## src/rtl/mlp_ctrl_pkg.sv

```systemverilog
// ----------------------------------------------------------------------------
// mlp_ctrl_pkg
// Shared types for the MLP controller read path.
//   - rd_state_e : read-sequencer FSM states (IDLE, RUN, DRAIN)
//   - rd_entry_t : one output-buffer entry {data, last}
// MLP_DATAW is the memory word width; the data field of rd_entry_t uses it,
// so mem_stream_reader's DATAW must equal it.
// ----------------------------------------------------------------------------
package mlp_ctrl_pkg;

    localparam int unsigned MLP_DATAW = 128;

    typedef enum logic [1:0] {
        IDLE  = 2'd0,
        RUN   = 2'd1,
        DRAIN = 2'd2
    } rd_state_e;

    typedef struct packed {
        logic [MLP_DATAW-1:0] data;
        logic                 last;
    } rd_entry_t;

endpackage

```

## src/rtl/mem_stream_reader_fifo.sv

```systemverilog
// ----------------------------------------------------------------------------
// stream_fifo2
// Two-entry FIFO of rd_entry_t with registered outputs. The head register
// drives the stream directly, so out_valid/head never come from combinational
// logic. Simultaneous push and pop are supported at occupancy 1 or 2.
// Ports:
//   clk, rst          clock, asynchronous active-low reset
//   push, push_entry  write strobe and entry
//   pop               read strobe (only asserted while out_valid)
//   out_valid         head entry holds data
//   head              current head entry
//   count             occupancy 0..2
// ----------------------------------------------------------------------------
module stream_fifo2
    import mlp_ctrl_pkg::*;
(
    input  logic       clk,
    input  logic       rst,
    input  logic       push,
    input  rd_entry_t  push_entry,
    input  logic       pop,
    output logic       out_valid,
    output rd_entry_t  head,
    output logic [1:0] count
);

    rd_entry_t head_q;
    rd_entry_t tail_q;
    logic      vld_head;
    logic      vld_tail;

    // Storage stage: tail only ever holds data while head also does.
    always_ff @(posedge clk or negedge rst) begin
        if (!rst) begin
            head_q   <= '0;
            tail_q   <= '0;
            vld_head <= 1'b0;
            vld_tail <= 1'b0;
        end else begin
            case ({push, pop})
                2'b10: begin
                    if (!vld_head) begin
                        head_q   <= push_entry;
                        vld_head <= 1'b1;
                    end else begin
                        tail_q   <= push_entry;
                        vld_tail <= 1'b1;
                    end
                end
                2'b01: begin
                    if (vld_tail) begin
                        head_q   <= tail_q;
                        vld_tail <= 1'b0;
                    end else begin
                        vld_head <= 1'b0;
                    end
                end
                2'b11: begin
                    if (vld_tail) begin
                        head_q <= tail_q;
                        tail_q <= push_entry;
                    end else begin
                        head_q <= push_entry;
                    end
                end
                default: ;
            endcase
        end
    end

    assign out_valid = vld_head;
    assign head      = head_q;
    assign count     = vld_tail ? 2'd2 : (vld_head ? 2'd1 : 2'd0);

endmodule

```

## src/rtl/mem_stream_reader.sv

```systemverilog
// ----------------------------------------------------------------------------
// mem_stream_reader
// Read-side sequencer for memory_block: walks start_len words from
// start_addr (wrapping at DEPTH) and turns the memory's one-cycle read
// latency into a valid/ready stream. A read is only issued when the word it
// returns is guaranteed a slot in the 2-entry output buffer.
//
// Optional feature: define MEM_STREAM_READER_STALL_CNT_EN to add the
// stall_cycles output (cycles with out_valid && !out_ready, saturating,
// cleared on accepted start).
//
// Ports:
//   clk, rst                 clock, asynchronous active-low reset
//   start, start_addr,       one-cycle request (sampled in IDLE only),
//   start_len                first address, beat count 0..DEPTH
//   busy, done               transfer in progress / one-cycle completion
//   mem_raddr, mem_rdata     memory read address / data (1-cycle latency)
//   out_valid, out_ready,    output stream handshake, payload and
//   out_data, out_last       final-beat marker
//   stall_cycles             (optional) backpressure cycle counter
// ----------------------------------------------------------------------------
module mem_stream_reader
    import mlp_ctrl_pkg::*;
#(
    parameter int unsigned DATAW = MLP_DATAW,
    parameter int unsigned DEPTH = 64,
    parameter int unsigned ADDRW = $clog2(DEPTH),
    parameter int unsigned LENW  = ADDRW + 1
) (
    input  logic             clk,
    input  logic             rst,
    input  logic             start,
    input  logic [ADDRW-1:0] start_addr,
    input  logic [LENW-1:0]  start_len,
    output logic             busy,
    output logic             done,
    output logic [ADDRW-1:0] mem_raddr,
    input  logic [DATAW-1:0] mem_rdata,
    output logic             out_valid,
    input  logic             out_ready,
    output logic [DATAW-1:0] out_data,
    output logic             out_last
`ifdef MEM_STREAM_READER_STALL_CNT_EN
   ,output logic [31:0]      stall_cycles
`endif
);

    // Address advance with explicit wrap so non-power-of-2 depths work.
    function automatic logic [ADDRW-1:0] addr_inc(input logic [ADDRW-1:0] a);
        return (a == ADDRW'(DEPTH - 1)) ? '0 : a + 1'b1;
    endfunction

    function automatic logic [31:0] sat_inc32(input logic [31:0] v);
        return (v == '1) ? v : v + 32'd1;
    endfunction

    rd_state_e        state;
    rd_state_e        state_nxt;

    logic [ADDRW-1:0] addr_q;
    logic [ADDRW-1:0] raddr_q;
    logic [LENW-1:0]  remaining_q;
    logic             inflight;
    logic             last_p1;
    logic             done_q;

    logic             accept;
    logic             issue;
    logic             drain_ok;
    logic             pop;
    logic             push;
    logic [1:0]       count;
    logic [2:0]       occ;

    rd_entry_t        push_entry;
    rd_entry_t        head;
    logic             fifo_valid;

    assign pop  = fifo_valid && out_ready;
    assign push = inflight;
    // Slots already spoken for: stored words plus the word returning now.
    assign occ  = {1'b0, count} + {2'b00, inflight};

    // FSM state register
    always_ff @(posedge clk or negedge rst) begin
        if (!rst) begin
            state <= IDLE;
        end else begin
            state <= state_nxt;
        end
    end

    // FSM next-state logic
    always_comb begin
        state_nxt = state;
        case (state)
            IDLE: begin
                if (start) begin
                    state_nxt = (start_len != '0) ? RUN : DRAIN;
                end
            end
            RUN: begin
                if (issue && (remaining_q == LENW'(1))) begin
                    state_nxt = DRAIN;
                end
            end
            DRAIN: begin
                if (drain_ok) begin
                    state_nxt = IDLE;
                end
            end
            default: state_nxt = IDLE;
        endcase
    end

    // FSM outputs. The drain test looks one cycle ahead (buffer empties this
    // cycle) so that done lands in the same cycle busy falls.
    always_comb begin
        accept    = (state == IDLE) && start;
        issue     = (state == RUN) && (occ < (3'd2 + {2'b00, pop}));
        drain_ok  = (state == DRAIN) && !inflight &&
                    ((count == 2'd0) || ((count == 2'd1) && pop));
        busy      = (state != IDLE);
        mem_raddr = issue ? addr_q : raddr_q;
    end

    // Issue stage: address/length counters and the in-flight tag
    always_ff @(posedge clk or negedge rst) begin
        if (!rst) begin
            addr_q      <= '0;
            raddr_q     <= '0;
            remaining_q <= '0;
            inflight    <= 1'b0;
            last_p1     <= 1'b0;
            done_q      <= 1'b0;
        end else begin
            if (accept) begin
                addr_q      <= start_addr;
                remaining_q <= start_len;
            end else if (issue) begin
                addr_q      <= addr_inc(addr_q);
                raddr_q     <= addr_q;
                remaining_q <= remaining_q - LENW'(1);
            end
            inflight <= issue;
            last_p1  <= issue && (remaining_q == LENW'(1));
            done_q   <= drain_ok;
        end
    end

    assign done = done_q;

    // Return stage: word read last cycle enters the buffer
    always_comb begin
        push_entry      = '0;
        push_entry.data = mem_rdata;
        push_entry.last = last_p1;
    end

    stream_fifo2 u_fifo (
        .clk        (clk),
        .rst        (rst),
        .push       (push),
        .push_entry (push_entry),
        .pop        (pop),
        .out_valid  (fifo_valid),
        .head       (head),
        .count      (count)
    );

    assign out_valid = fifo_valid;
    assign out_data  = head.data;
    // The head keeps its last flag after being popped; mask it when idle.
    assign out_last  = head.last && fifo_valid;

`ifdef MEM_STREAM_READER_STALL_CNT_EN
    logic [31:0] stall_q;

    always_ff @(posedge clk or negedge rst) begin
        if (!rst) begin
            stall_q <= '0;
        end else if (accept) begin
            stall_q <= '0;
        end else if (fifo_valid && !out_ready) begin
            stall_q <= sat_inc32(stall_q);
        end
    end

    assign stall_cycles = stall_q;
`endif

endmodule

```

## config.mk

```make
export PLATFORM = sky130hd
export DESIGN_NAME = mem_stream_reader
export DESIGN_NICKNAME = d
export VERILOG_FILES = /design/src/rtl/mlp_ctrl_pkg.sv /design/src/rtl/mem_stream_reader_fifo.sv /design/src/rtl/mem_stream_reader.sv
export SDC_FILE = /design/constraint.sdc
export NUM_CORES = 1
export LEC_CHECK = 0
export ABC_AREA = 1
export ABC_CLOCK_PERIOD_IN_PS = 2190
export CORE_MARGIN = 10
export CORE_UTILIZATION = 47
export DETAILED_ROUTE_END_ITERATION = 6
export PLACE_DENSITY = 0.9
export SKIP_LAST_GASP = 1
export SYNTH_ARGS = -nofsm -noshare
export SYNTH_HDL_FRONTEND = slang
export SYNTH_SLANG_ARGS = --single-unit
```

## constraint.sdc

```tcl
create_clock -name clk -period 2.19 [get_ports clk]
set_input_delay 0.5475 -clock clk [delete_from_list [all_inputs] [get_ports clk]]
set_output_delay 0.5475 -clock clk [all_outputs]
set_load 0.02 [all_outputs]
```

==> reports/results.ini <==
[outcome]
status = finished, violations left
violations = setup timing

[die]
die-area_um2 = 35500
die_h_um = 188
start_util = 0.479
rows = 61
die_w_um = 188
io_pins = 283
coreArea_um2 = 27900

[route]
drt-pass1-iter-count = 5
wl_um = 36500
remaining_drc_errors = 0
vias = 11100
viasPerCell = 5.13
ant_nets = 0
avgRoutedWirePerCell_um = 16.9
dr.first_iter.drc_count = 880

[power_and_ir_drop]
power_density_nw_per_um2 = 1590
leakage_nw = 8.79
p_int_w = 0.0165
switching_power_w = 0.0110
p_seq_frac = 0.338
switching_share = 0.401
clkPwrFrac = 0.189
peakVddDrop_uv = 1400
p_comb_frac = 0.473

[yosys]
synth_area_leaders = dfrtp_1, nand2_1, buf_4, o211ai_1, o21ai_0
syn_area_um2 = 13300
syn_inst = 1574
synth_seq_cells = 284
yosys_warnings = 0
synth.distinct_cells = 24
yosys.area.top_type = dfrtp_1
seq_area_frac_synth = 0.533
avgSynthCellArea_um2 = 8.47
synth_top_area_frac = 0.533
syn-num-nets = 1724

[layout]
drive_above_1_share = 0.0962
final_common_cell = nand2_1
fin_nets = 1906
n_antenna_cell = 0
finalNonFillerCells = 2156
post-route-util = 0.622
mostFrequentLayoutCells = nand2_1, dfrtp_1, clkdlybuf4s50_1
nFillCells = 2076
area_delta_synth_final_pct = 30.0
final_cell_area_um2 = 17300

[cts]
htreeDepth = 1
cts.clk_slew.worst_paths_ns = 0.06
clock_path_buffers = 3
cts_buffers = 30
clkSinkCount = 284
clock-root-buffer = clkbuf_16
cts_tree = yes
worstSkewPairLatency_ns = 0.55

[global_routing]
grt_pass1_wl_um = 58900
grt_max_degree = 60
grtUsageTotal = 0.197
grt_pass1_vias = 11400
grt_overflow = 0
antenna_found_initial = 2

[critical_path]
worst_path_most_repeated_cell = nand2_4
worst-endpoint-arrival_ns = 2.10
path_buf_inv = 3
cp_cell_sequence = inv_2, nor2_2, ha_2, ha_4, o21ai_4, nand2_4, buf_12, nand2_4, o21ai_2, buf_6
crit_family = adder cells
crit_fanout = 8
critPathSlowestCell = dfrtp_2
cp-start-kind = flop
end_kind = output pin
worstSetupPathType = reg2out
cpPeakStageDelay_ns = 0.40
worstPathRequired_ns = 1.64

[worst_hold_path]
hold_class = reg2reg

[sta]
max_clock_freq_mhz = 378
whs_ns = 0.480
setup_tns_ns = -2.71
maxSlewHeadroom = 0.676
finalMaxSlewViolations = 0
setup_violations = 6
worst_pin_slew_ns = 0.487
skew_ns = 0.0193
fin_crit_sh = 1.21
rsz0062_at_grt = true
hold_violations = 0
setup_ws_ns = -0.455
min_period_ns = 2.65

[placed_design]
io_buffers = 282
dp_cells = 2095
dpl-instance-area_um2 = 16100
dpl.hpwl_um = 25100
gp_congestion = 0.846

[flow_run]
cap_viol_max_count = 0

-- layout make-up --
type	instances	area [µm²]	area share
flip-flops and latches	284	7110	0.410
multi-input cells	920	4400	0.254
repair buffers	365	3740	0.216
clock buffers	46	932	0.0538
inverters	155	592	0.0341
well taps	378	473	0.0273
clock inverters	8	92.6	0.00534
-- sequential cells by signal (all words and copies together), names as in the netlist --
register / cells
inflight: 1
last_p1: 1
remaining_q: 7
u_fifo.vld_tail: 1
u_fifo.out_valid: 1
done: 1
u_fifo.head: 129
raddr_q: 6
state: 2
u_fifo.tail_q: 129
addr_q: 6
-- Yosys cell counts --
master and instances:
o211ai_1 131, buf_4 136, a21oi_1 2, nand2_1 587
buf_1 1, ha_1 5, clkbuf_1 31, clkinv_1 1
nand3_1 17, nor3_1 2, nand2_2 1, dfrtp_1 284
buf_2 44, o21ai_1 2, buf_6 1, clkbuf_4 2
nor2_1 14, xnor2_1 2, o21ai_0 149, o21bai_2 2
xor2_1 5, and2_1 1, inv_2 3, inv_1 151
-- worst min-delay path, stage by stage (launching register included) --
cell and delay [ns]:
dfrtp_1 0.34, nand2_1 0.05, nand2_1 0.06
-- cell families (layout without fill, tap and decap cells) --
family	count (synthesis)	in the layout	share of synthesized area
adders and majority gates	5	5	0.00469
xor gates and xnor gates	7	7	0.00460
AOI/OAI and AO/OA	286	286	0.133
DFF	284	284	0.533
and+or+nand+nor	622	622	0.177
buffers and inverters	370	574	0.148
-- metal layers --
| layer | vias to the layer above | GRT usage | wire length [µm] | share of wire |
|---|---|---|---|---|
| li1 | 5240 | - | - | - |
| met1 | 5247 | 0.237 | 14400 | 0.39 |
| met2 | 466 | 0.340 | 18100 | 0.50 |
| met3 | 93 | 0.0521 | 2950 | 0.081 |
| met4 | 4 | 0.0565 | 1030 | 0.028 |
| met5 | - | 0 | 27 | 0.00074 |
-- path summary, 6_finish.rpt --
| path | from | end | slack [ns] | cells past startpoint |
|---|---|---|---|---|
| worst min-delay path | u_fifo.head[19]$_DFFE_PN0P_ | u_fifo.head[19]$_DFFE_PN0P_ | 0.48 | 2 |
| worst min register to register | u_fifo.head[19]$_DFFE_PN0P_ | u_fifo.head[19]$_DFFE_PN0P_ | 0.48 | 2 |
| min in group asynchronous | rst | u_fifo.head[126]$_DFFE_PN0P_ | 0.52 | 2 |
| worst max register to register | u_fifo.out_valid$_DFFE_PN0P_ | u_fifo.head[86]$_DFFE_PN0P_ | 0.21 | 10 |
| max in group asynchronous | rst | u_fifo.head[36]$_DFFE_PN0P_ | 0.99 | 3 |
| worst max-delay path | u_fifo.out_valid$_DFFE_PN0P_ | mem_raddr[3] | -0.46 | 10 |
-- what timing repair did --
| item | in CTS | in global routing |
|---|---|---|
| hold buffers | 1 | 0 |
| hold endpoints to repair | 45 | 0 |
| endpoints found under the setup margin | 9 | 8 |
| pin swaps | 3 | 4 |
| resized for setup | 52 | 22 |
| cloned | 0 | 1 |
| buffers inserted | 3 | 2 |
-- power by group through the flow --
stage / Clock (W) / Sequential, W / Combinational [W]
finish: 0.00520 / 0.00931 / 0.0130
detailed placement: 0 / 0.00925 / 0.0124
global placement: 0 / 0.00912 / 0.0120
CTS: 0.00531 / 0.00923 / 0.0127
global route: 0.00554 / 0.00956 / 0.0143
floorplan: 0 / 0.00885 / 0.00872
-- stage by stage --
step	total power (W)	setup slack, ns
CTS	0.0272	-0.487
global route	0.0294	-0.541
floorplan	0.0176	0.0187
global placement	0.0211	-0.717
detailed placement	0.0217	-0.753
finish	0.0275	-0.455
No activity file was read; power rests on OpenSTA's default activity.
